File: config.mk
export PLATFORM = sky130hd
export DESIGN_NAME = access_trace_buffer
export DESIGN_NICKNAME = d
export VERILOG_FILES = /design/src/rtl/access_trace_buffer.sv
export SDC_FILE = /design/constraint.sdc
export NUM_CORES = 1
export LEC_CHECK = 0
export ABC_AREA = 1
export BUFFER_PORTS_ARGS = -buffer_cell sky130_fd_sc_hd__buf_4
export CAP_MARGIN = 20
export CORE_MARGIN = 3
export CORE_UTILIZATION = 55
export CTS_CLUSTER_SIZE = 25
export DETAILED_ROUTE_END_ITERATION = 6
export GPL_ROUTABILITY_DRIVEN = 0
export GPL_TIMING_DRIVEN = 0
export PLACE_DENSITY = 0.84
export SYNTH_ARGS = -nofsm -noshare
export SYNTH_HDL_FRONTEND = slang
export SYNTH_SLANG_ARGS = --single-unit
File: constraint.sdc
create_clock -name clk_i -period 3.3 [get_ports clk_i]
set_input_delay 0 -clock clk_i [delete_from_list [all_inputs] [get_ports clk_i]]
set_output_delay 0 -clock clk_i [all_outputs]
set_load 0.005 [all_outputs]
File: src/rtl/access_trace_buffer.sv
// Multi-channel memory access trace FIFO with drop/overwrite policy and
// saturating event counters.
module access_trace_buffer #(
   parameter int unsigned ADDR_W   = 32,
   parameter int unsigned CHANNELS = 2,
   parameter int unsigned DEPTH    = 16,
   parameter int unsigned CNT_W    = 16,
   localparam int unsigned CH_W    = (CHANNELS > 1) ? $clog2(CHANNELS) : 1,
   localparam int unsigned PTR_W   = $clog2(DEPTH),
   localparam int unsigned ENTRY_W = CH_W + 1 + ADDR_W
) (
   input  logic                       clk_i,
   input  logic                       rst_i,
   input  logic                       clear_i,
   input  logic                       trace_en_i,
   input  logic                       overwrite_i,
   input  logic [CHANNELS-1:0]        ch_valid_i,
   input  logic [CHANNELS-1:0]        ch_write_i,
   input  logic [CHANNELS*ADDR_W-1:0] ch_addr_i,
   output logic                       rd_valid_o,
   input  logic                       rd_ready_i,
   output logic [ENTRY_W-1:0]         rd_data_o,
   output logic [PTR_W:0]             count_o,
   output logic                       full_o,
   output logic                       empty_o,
   output logic [CNT_W-1:0]           total_cnt_o,
   output logic [CNT_W-1:0]           drop_cnt_o
);

   localparam int unsigned NOFF_W = $clog2(CHANNELS + 1);
   localparam int unsigned SUM_W  = CNT_W + 1;

   logic [ENTRY_W-1:0] mem_q [DEPTH];
   logic [PTR_W-1:0]   head_q, head_d, tail_q, tail_d;
   logic [PTR_W:0]     count_q, count_d;
   logic [CNT_W-1:0]   total_q, total_d, drop_q, drop_d;

   logic [CHANNELS-1:0] offered;
   logic [NOFF_W-1:0]   n_off, n_drop;
   logic                win;
   logic [CH_W-1:0]     win_idx;
   logic [ADDR_W-1:0]   win_addr;
   logic                win_wr;
   logic                pop, full;
   logic                mem_we;

   function automatic logic [CNT_W-1:0] sat_add(input logic [CNT_W-1:0] a,
                                                input logic [NOFF_W-1:0] b);
      logic [SUM_W-1:0] s;
      s = SUM_W'(a) + SUM_W'(b);
      return s[CNT_W] ? {CNT_W{1'b1}} : s[CNT_W-1:0];
   endfunction

   assign full        = (count_q == (PTR_W+1)'(DEPTH));
   assign full_o      = full;
   assign empty_o     = (count_q == '0);
   assign rd_valid_o  = !empty_o;
   assign rd_data_o   = mem_q[head_q];
   assign count_o     = count_q;
   assign total_cnt_o = total_q;
   assign drop_cnt_o  = drop_q;

   // Offered accesses and lowest-index winner
   always_comb begin
      offered  = trace_en_i ? ch_valid_i : '0;
      n_off    = '0;
      win_idx  = '0;
      win_addr = '0;
      win_wr   = 1'b0;
      for (int k = int'(CHANNELS) - 1; k >= 0; k--) begin
         n_off = n_off + NOFF_W'(offered[k]);
         if (offered[k]) begin
            win_idx  = CH_W'(k);
            win_addr = ch_addr_i[k*ADDR_W +: ADDR_W];
            win_wr   = ch_write_i[k];
         end
      end
      win = |offered;
   end

   // Pointer, occupancy and counter next-state
   always_comb begin
      head_d  = head_q;
      tail_d  = tail_q;
      count_d = count_q;
      mem_we  = 1'b0;
      n_drop  = '0;
      pop     = rd_valid_o && rd_ready_i;
      if (win) begin
         if (!full || pop) begin
            mem_we = 1'b1;
            tail_d = tail_q + PTR_W'(1);
            n_drop = n_off - NOFF_W'(1);
            if (!pop) count_d = count_q + (PTR_W+1)'(1);
         end else begin
            n_drop = n_off;
            if (overwrite_i) begin
               mem_we = 1'b1;
               tail_d = tail_q + PTR_W'(1);
               head_d = head_q + PTR_W'(1);
            end
         end
      end
      if (pop) begin
         head_d = head_q + PTR_W'(1);
         if (!win) count_d = count_q - (PTR_W+1)'(1);
      end
      total_d = sat_add(total_q, n_off);
      drop_d  = sat_add(drop_q, n_drop);
      if (clear_i) begin
         head_d  = '0;
         tail_d  = '0;
         count_d = '0;
         total_d = '0;
         drop_d  = '0;
         mem_we  = 1'b0;
      end
   end

   always_ff @(posedge clk_i) begin
      if (rst_i) begin
         head_q  <= '0;
         tail_q  <= '0;
         count_q <= '0;
         total_q <= '0;
         drop_q  <= '0;
      end else begin
         head_q  <= head_d;
         tail_q  <= tail_d;
         count_q <= count_d;
         total_q <= total_d;
         drop_q  <= drop_d;
      end
   end

   // Trace storage is intentionally not reset
   always_ff @(posedge clk_i) begin
      if (mem_we && !rst_i) mem_q[tail_q] <= {win_idx, win_wr, win_addr};
   end

endmodule

==> impl_metrics.sql, run 1 <==
INSERT INTO impl_metrics (metric_group, metric, value, unit) VALUES
('detailed_routing', 'drc', '0', ''),
('synthesis', 'ys_types', '34', ''),
('power_and_ir_drop', 'power.density_cell_area', '529.3', 'mW/mm^2'),
('critical_path', 'worstPathArrival', '3.05', 'ns'),
('cts', 'cts_root_buf', 'sky130_fd_sc_hd__clkbuf_16', ''),
('synthesis', 'synth.mux.area_fraction', '0', '%'),
('timing', 'finalSetupViolCount', '0', ''),
('timing', 'setup_total_negative_slack', '0', 'ns'),
('synthesis', 'synth-seq-cells', '593', ''),
('timing', 'timing.final.crit_share', '92.39', '%'),
('status', 'outcome', 'complete, but fails checks', ''),
('floorplanning', 'die_width', '220.2', 'microns'),
('cts', 'cts_max_level', '2', ''),
('global_routing', 'first_pass_grt_wire_length', '114200', 'microns'),
('timing', 'worst_slew_slack_as_a_fraction_of_its_limit', '20.07', '%'),
('cts', 'cts_setup_buffers', '0', ''),
('timing', 'period_minus_slack', '3.049', 'ns'),
('floorplanning', 'core_area', '0.04480', 'sq mm'),
('min_path', 'worst_hold_path_type', 'primary input to flop', ''),
('synthesis', 'synth.avg_cell_area', '11.29', 'sq um'),
('placed_design', 'detailedPlacementHpwl', '48200', 'microns'),
('critical_path', 'critPathCaptureType', 'output port', ''),
('cells_and_area', 'final_area', '0.03024', 'sq mm'),
('global_routing', 'grt_antenna_before_repair', '0', ''),
('cts', 'cts.clk_slew.worst_paths', '0.06', 'ns'),
('timing', 'maxSlewViolCount', '0', ''),
('detailed_routing', 'initialDrtViolationCount', '3131', ''),
('cts', 'cts-root-to-sink-buffers', '3', ''),
('detailed_routing', 'ant_nets', '0', ''),
('synthesis', 'largest_family_of_logic_cells_by_synthesized_area', 'simple AND/OR/NAND/NOR gates', ''),
('timing', 'whs', '-0.008035', 'ns'),
('timing', 'worst_slack', '0.2513', 'ns'),
('timing', 'grt_setup_unrepaired', 'no', ''),
('synthesis', 'synth_xor_xnor_area_share', '0.5208', '%'),
('detailed_routing', 'wl', '78660', 'microns'),
('placed_design', 'dpl_cell_area', '0.02773', 'sq mm'),
('detailed_routing', 'drt-pass1-iter-count', '6', ''),
('timing', 'fin_worst_skew', '0.02124', 'ns'),
('cells_and_area', 'mostFrequentLayoutCell', 'sky130_fd_sc_hd__edfxtp_1', ''),
('critical_path', 'crit_fanout', '10', ''),
('floorplanning', 'floorplan.initialDensity', '56.31', '%'),
('run', 'cap_violations', '0', ''),
('power_and_ir_drop', 'p_total', '0.01601', 'W'),
('power_and_ir_drop', 'leakage', '11.39', 'nW'),
('power_and_ir_drop', 'ir_drop', '459.2', 'uV'),
('detailed_routing', 'routed_via_density', '6.217', ''),
('synthesis', 'synth_sequential_area_ratio', '68.64', '%'),
('cts', 'clk-insertion-delay-late', '0.62', 'ns'),
('global_routing', 'first_global_vias', '19664', ''),
('floorplanning', 'core.rowCount', '77', ''),
('cts', 'clock_sinks', '593', ''),
('placed_design', 'port_buffers', '147', ''),
('timing', 'final-hold-violation-count', '16', ''),
('cts', 'num_cts_buffers', '58', ''),
('floorplanning', 'die-area', '0.04847', 'sq mm'),
('placed_design', 'place_ws', '-0.1076', 'ns'),
('global_routing', 'grt_max_degree', '24', ''),
('timing', 'fmax', '328.0', 'MHz'),
('synthesis', 'synth_nets', '2326', ''),
('status', 'failing_checks', 'negative hold slack', ''),
('synthesis', 'post_synth_fa_ha_maj_area_fraction', '0.9522', '%'),
('timing', 'tightest_slew', '1.199', 'ns'),
('cells_and_area', 'post_layout_nets', '2644', ''),
('detailed_routing', 'met1_length', '25540', 'microns'),
('floorplanning', 'die_extent_in_y', '220.2', 'microns'),
('critical_path', 'crit_required', '3.30', 'ns'),
('global_routing', 'grt_overflow', '0', ''),
('detailed_routing', 'route.met2.wl', '36600', 'microns'),
('detailed_routing', 'detailroute.wirelength.met3', '11560', 'microns'),
('synthesis', 'mappedNetlistArea', '0.02523', 'sq mm'),
('cells_and_area', 'final_cell_mix', 'sky130_fd_sc_hd__edfxtp_1 (544), sky130_fd_sc_hd__nand2_1 (330), sky130_fd_sc_hd__inv_1 (328), sky130_fd_sc_hd__nand3_1 (240), sky130_fd_sc_hd__buf_4 (172)', '');
[final cells by class]
type / instances / area [sq um]
sequential: 593 / 17320
fill: 2956 / 14560
multi-input combinational: 1183 / 6185
timing repair buffer: 258 / 2291
clock buffer: 70 / 1518
inverter: 331 / 1242
tap: 592 / 740.7
buffer: 127 / 609.3
clock inverter: 37 / 341.6
[worst max-delay path: stages (launching register included)]
cell and delay [ns]:
sky130_fd_sc_hd__dfxtp_1 0.39, sky130_fd_sc_hd__clkbuf_1 0.63, sky130_fd_sc_hd__clkbuf_1 0.68, sky130_fd_sc_hd__a21oi_1 0.08, sky130_fd_sc_hd__o21ai_0 0.11, sky130_fd_sc_hd__nand3_1 0.13, sky130_fd_sc_hd__nand3_1 0.12, sky130_fd_sc_hd__nand2_1 0.11
sky130_fd_sc_hd__buf_4 0.16
[repair_timing]
item | CTS | global route
hold endpoints to repair | 224 | 48
gates resized for setup | 0 | 1
hold buffers | 58 | 5
endpoints found under the setup margin | 0 | 1
[Yosys cell counts]
library cell	count	area share, %
sky130_fd_sc_hd__a21o_1	1	0.030
sky130_fd_sc_hd__a21oi_1	165	3.3
sky130_fd_sc_hd__a21oi_2	1	0.035
sky130_fd_sc_hd__a31oi_1	1	0.025
sky130_fd_sc_hd__buf_1	13	0.19
sky130_fd_sc_hd__buf_2	58	1.2
sky130_fd_sc_hd__buf_4	12	0.36
sky130_fd_sc_hd__buf_6	2	0.089
sky130_fd_sc_hd__clkbuf_1	42	0.62
sky130_fd_sc_hd__clkinv_1	2	0.030
sky130_fd_sc_hd__dfxtp_1	49	3.9
sky130_fd_sc_hd__edfxtp_1	544	65
sky130_fd_sc_hd__fa_1	2	0.16
sky130_fd_sc_hd__ha_1	16	0.79
sky130_fd_sc_hd__inv_1	328	4.9
sky130_fd_sc_hd__inv_2	1	0.015
sky130_fd_sc_hd__nand2_1	330	4.9
sky130_fd_sc_hd__nand2_2	5	0.12
sky130_fd_sc_hd__nand3_1	240	4.8
sky130_fd_sc_hd__nand3_2	1	0.040
sky130_fd_sc_hd__nand3b_4	1	0.079
sky130_fd_sc_hd__nand4_1	7	0.17
sky130_fd_sc_hd__nand4_2	1	0.050
sky130_fd_sc_hd__nor2_1	59	0.88
sky130_fd_sc_hd__nor2_2	4	0.099
sky130_fd_sc_hd__nor2_4	2	0.089
sky130_fd_sc_hd__nor3_1	8	0.16
sky130_fd_sc_hd__o211ai_1	137	4.1
sky130_fd_sc_hd__o21a_1	2	0.059
sky130_fd_sc_hd__o21ai_0	180	3.6
sky130_fd_sc_hd__o21ai_1	2	0.040
sky130_fd_sc_hd__or2_2	3	0.074
sky130_fd_sc_hd__xnor2_1	8	0.28
sky130_fd_sc_hd__xor2_1	7	0.24
[sequential cells by signal, indices dropped and copies added, names as in the netlist, named ones only]
name / count
head_q: 4
mem_q: 544
tail_q: 4
count_o: 4
drop_cnt_o: 16
total_cnt_o: 16
[per-layer routing]
layer	track usage (%)	vias to the layer above
li1	-	8424
met1	38.86	9222
met2	51.84	1783
met3	8.995	411
met4	18.74	0
met5	0	-
[path summary, 6_finish.rpt]
path / start / endpoint / cells after the start
min reg2reg: tail_q[3] / tail_q[3] / 2
min: ch_addr_i[50] / mem_q[4][18] / 4
max: flop / rd_data_o[0] / 8
max reg2reg: flop / mem_q[5][32] / 10
[kinds of logic (layout without fill, tap and decap cells)]
group                      count (synthesis)  count (layout)
AOI/OAI and AO/OA                        489             489
adders and majority gates                 18              18
and+or+nand+nor                          661             661
buffers and inverters                    458             823
xor gates and xnor gates                  15              15
DFF                                      593             593
[stage by stage]
step | util [%] | std cells
after floorplan | - | 2234
after global placement | 60.43 | 2973
after detailed placement | 61.89 | 3018
after CTS | 67.34 | 3183
after global routing | 67.51 | 3191
final | 67.51 | 3191
[where the power goes]
part	internal [W]	total (W)	switching [W]
combinational	0.000405	0.00114	0.000738
clock	0.00373	0.00661	0.00287
sequential	0.00824	0.00826	0.0000189
total	0.0124	0.0160	0.00363
(Power assumes the default switching activity.)
==> inputs of run 2 (changes only) <==
--- a/config.mk
+++ b/config.mk
@@ -10,11 +10,10 @@
 export CAP_MARGIN = 20
 export CORE_MARGIN = 3
 export CORE_UTILIZATION = 55
-export CTS_CLUSTER_SIZE = 25
 export DETAILED_ROUTE_END_ITERATION = 6
 export GPL_ROUTABILITY_DRIVEN = 0
 export GPL_TIMING_DRIVEN = 0
-export PLACE_DENSITY = 0.84
+export PLACE_DENSITY = 0.76
 export SYNTH_ARGS = -nofsm -noshare
 export SYNTH_HDL_FRONTEND = slang
 export SYNTH_SLANG_ARGS = --single-unit
==> run 2 against run 1 <==
  * Die area unchanged
  * Clock skew decreased by 0.0026 ns
  * The flow finishes with violations (design-rule violations)
  * Critical path type unchanged
  * Count of clock-buffer cells in the layout increased by 7
  * Via count decreased by 5.3%
==> impl_metrics.sql, run 2 (synthesis results as in run 1) <==
INSERT INTO impl_metrics (metric_group, metric, value, unit) VALUES
('status', 'outcome', 'complete, but fails checks', ''),
('status', 'failing_checks', 'design-rule violations', ''),
('cells_and_area', 'count_of_inserted_antenna_diode_cells', '0', ''),
('critical_path', 'crit_buf_inv', '3', ''),
('power_and_ir_drop', 'switching_share', '22.02', '%'),
('critical_path', 'endpoint', 'rd_data_o[0]', ''),
('timing', 'fmax', '336.9', 'MHz'),
('power_and_ir_drop', 'pwr-share-clk', '40.4', '%'),
('timing', 'grt_setup_unrepaired', 'no', ''),
('detailed_routing', 'initialDrtViolationCount', '2560', ''),
('timing', 'worst_slack', '0.3318', 'ns'),
('global_routing', 'first_global_vias', '18552', ''),
('cells_and_area', 'max_flop_register', 'mem_q', ''),
('detailed_routing', 'avgRoutedWirePerCell', '23.29', 'microns'),
('critical_path', 'crit_path_start_kind', 'flop', ''),
('min_path', 'worst_hold_path_type', 'primary input to flop', ''),
('detailed_routing', 'wl', '73940', 'microns'),
('timing', 'period_minus_slack', '2.968', 'ns'),
('cts', 'clock_sinks', '593', ''),
('global_routing', 'grtUsageTotal', '30.38', '%'),
('cts', 'cts_tree', 'yes', ''),
('critical_path', 'crit_fanout', '10', ''),
('placed_design', 'detailedPlacementHpwl', '47350', 'microns'),
('timing', 'tightest_slew', '1.175', 'ns'),
('critical_path', 'slowest_cell_on_the_critical_path', 'sky130_fd_sc_hd__clkbuf_1', ''),
('cts', 'cts_max_level', '2', ''),
('floorplanning', 'die_width', '220.2', 'microns'),
('detailed_routing', 'ant_nets', '0', ''),
('power_and_ir_drop', 'power.combinational.fraction', '7.0', '%'),
('global_routing', 'grt_overflow', '0', ''),
('timing', 'finalSetupViolCount', '0', ''),
('cts', 'cts.clk_slew.worst_paths', '0.07', 'ns'),
('floorplanning', 'num_io_pins', '148', ''),
('global_routing', 'grt_max_degree', '24', ''),
('detailed_routing', 'routed_via_density', '5.920', ''),
('floorplanning', 'die-area', '0.04847', 'sq mm'),
('cells_and_area', 'largest_register_ffs', '544', ''),
('timing', 'setup_total_negative_slack', '0', 'ns'),
('cts', 'cts_root_buf', 'sky130_fd_sc_hd__clkbuf_16', ''),
('cells_and_area', 'final_cell_mix', 'sky130_fd_sc_hd__edfxtp_1 (544), sky130_fd_sc_hd__nand2_1 (330), sky130_fd_sc_hd__inv_1 (328), sky130_fd_sc_hd__nand3_1 (240), sky130_fd_sc_hd__buf_4 (171)', ''),
('critical_path', 'timing.critical_path.slowest_cell_delay', '0.66', 'ns'),
('critical_path', 'cell_chain_critical_path', 'clkbuf_1, clkbuf_1, a21oi_1, o21ai_0, nand3_1, nand3_1, nand2_1, buf_4', ''),
('critical_path', 'critPathTopFamily', 'buffers and inverters', ''),
('timing', 'worst_slew_slack_as_a_fraction_of_its_limit', '21.15', '%'),
('floorplanning', 'floorplan.initialDensity', '56.31', '%'),
('min_path', 'min_path_cells', '4', ''),
('timing', 'maxSlewViolCount', '0', ''),
('detailed_routing', 'via_count', '18797', ''),
('cts', 'num_cts_buffers', '58', ''),
('critical_path', 'ff2ff_path_depth', '16', ''),
('power_and_ir_drop', 'switching_power', '0.003457', 'W'),
('cells_and_area', 'fill_cells', '3148', ''),
('power_and_ir_drop', 'seq_power_share', '52.6', '%'),
('timing', 'fin_worst_skew', '0.01860', 'ns'),
('global_routing', 'first_pass_grt_wire_length', '108600', 'microns'),
('timing', 'final-hold-violation-count', '0', ''),
('detailed_routing', 'drt-pass1-iter-count', '7', ''),
('cts', 'clk-insertion-delay-late', '0.61', 'ns'),
('critical_path', 'critical_path_class', 'flop to output port', ''),
('detailed_routing', 'drc', '4', ''),
('timing', 'whs', '0.002205', 'ns'),
('cells_and_area', 'post_layout_nets', '2631', ''),
('timing', 'timing.final.crit_share', '89.94', '%'),
('power_and_ir_drop', 'ir_drop', '430.0', 'uV'),
('power_and_ir_drop', 'cellInternalPower', '0.01224', 'W'),
('critical_path', 'cp_num_cells', '8', ''),
('run', 'cap_violations', '0', ''),
('placed_design', 'place_ws', '-0.1386', 'ns'),
('floorplanning', 'core.rowCount', '77', ''),
('critical_path', 'worstPathArrival', '2.97', 'ns'),
('global_routing', 'grt_antenna_before_repair', '0', ''),
('critical_path', 'regToRegEndpoint', 'drop_cnt_o[10]', ''),
('power_and_ir_drop', 'leakage', '11.30', 'nW'),
('floorplanning', 'core_area', '0.04480', 'sq mm'),
('cts', 'cts-root-to-sink-buffers', '3', ''),
('power_and_ir_drop', 'p_total', '0.01570', 'W'),
('cells_and_area', 'mostFrequentLayoutCell', 'sky130_fd_sc_hd__edfxtp_1', ''),
('power_and_ir_drop', 'power.density_cell_area', '521.4', 'mW/mm^2'),
('critical_path', 'critPathCaptureType', 'output port', ''),
('cells_and_area', 'layout.core_utilization', '67.20', '%'),
('critical_path', 'rrSetupSlack', '0.35', 'ns'),
('floorplanning', 'die_extent_in_y', '220.2', 'microns'),
('placed_design', 'port_buffers', '147', ''),
('critical_path', 'crit_required', '3.30', 'ns'),
('cts', 'cts_setup_buffers', '0', ''),
('cells_and_area', 'area_delta_synth_final', '19.34', '%'),
('cells_and_area', 'drive_gt1_share', '14.52', '%');
==> run 2: cell types whose count changed in the layout (fill, tap and decap cells not counted), moves of 2 or more <==
cell,delta
sky130_fd_sc_hd__o21ai_1,+5
sky130_fd_sc_hd__dlygate4sd3_1,-10
sky130_fd_sc_hd__clkinv_2,-7
sky130_fd_sc_hd__buf_2,-4
sky130_fd_sc_hd__clkinv_8,-2
sky130_fd_sc_hd__bufinv_16,-4
sky130_fd_sc_hd__clkinv_4,+2
sky130_fd_sc_hd__clkbuf_16,+2
sky130_fd_sc_hd__o21ai_0,-5
sky130_fd_sc_hd__clkbuf_8,+5
==> run 2: layer usage <==
| metal | part of all wire (%) | vias to the layer above | track usage, % |
|---|---|---|---|
| li1 | - | 8385 | - |
| met1 | 36 | 8940 | 39.28 |
| met2 | 47 | 1251 | 49.43 |
| met3 | 12 | 221 | 6.523 |
| met4 | 4.4 | 0 | 14.62 |
| met5 | 0 | - | 0 |
==> run 2: worst min-delay path, delay by kind of cell <==
family	cells	cell delay (ns)
buffers and inverters	2	0.31
AOI/OAI and AO/OA	1	0.08
and+or+nand+nor	1	0.05
==> run 2: area by class of cell <==
class / count / area, sq um / area share [%]
clock buffer: 77 / 1637 / 5.436
clock inverter: 27 / 173.9 / 0.5777
multi-input combinational: 1183 / 6185 / 20.54
timing repair buffer: 245 / 2202 / 7.314
inverter: 331 / 1242 / 4.127
buffer: 127 / 609.3 / 2.024
tap: 592 / 740.7 / 2.460
sequential: 593 / 17320 / 57.52
==> run 2: what timing repair did <==
item	in CTS	in global routing
endpoints found under the setup margin	0	8
hold endpoints to repair	209	33
resized for setup	0	1
hold buffers	47	6
==> run 2: through the flow <==
step / area (sq um) / cells
floorplan: 25230 / 2234
global placement: 27070 / 2973
detailed placement: 27730 / 3014
CTS: 30010 / 3165
global route: 30110 / 3175
finish: 30110 / 3175
==> run 2: power groups by stage <==
stage                     Sequential, W  Combinational (W)  Clock [W]
after CTS                       0.00826            0.00107    0.00635
after detailed placement        0.00842            0.00101          0
after floorplan                 0.00842           0.000531          0
after global placement          0.00843           0.000955          0
final                           0.00826            0.00110    0.00634
after global routing            0.00826            0.00118    0.00664
==> run 2: worst min path at each step <==
stage / start / end / slack (ns)
floorplan: rst_i / tail_q[0] / 0.20
global placement: rst_i / tail_q[0] / 0.32
detailed placement: rst_i / tail_q[0] / 0.33
CTS: ch_addr_i[37] / mem_q[9][5] / 0.007
global route: ch_addr_i[44] / mem_q[0][12] / 0.02
finish: ch_addr_i[44] / mem_q[0][12] / 0.002
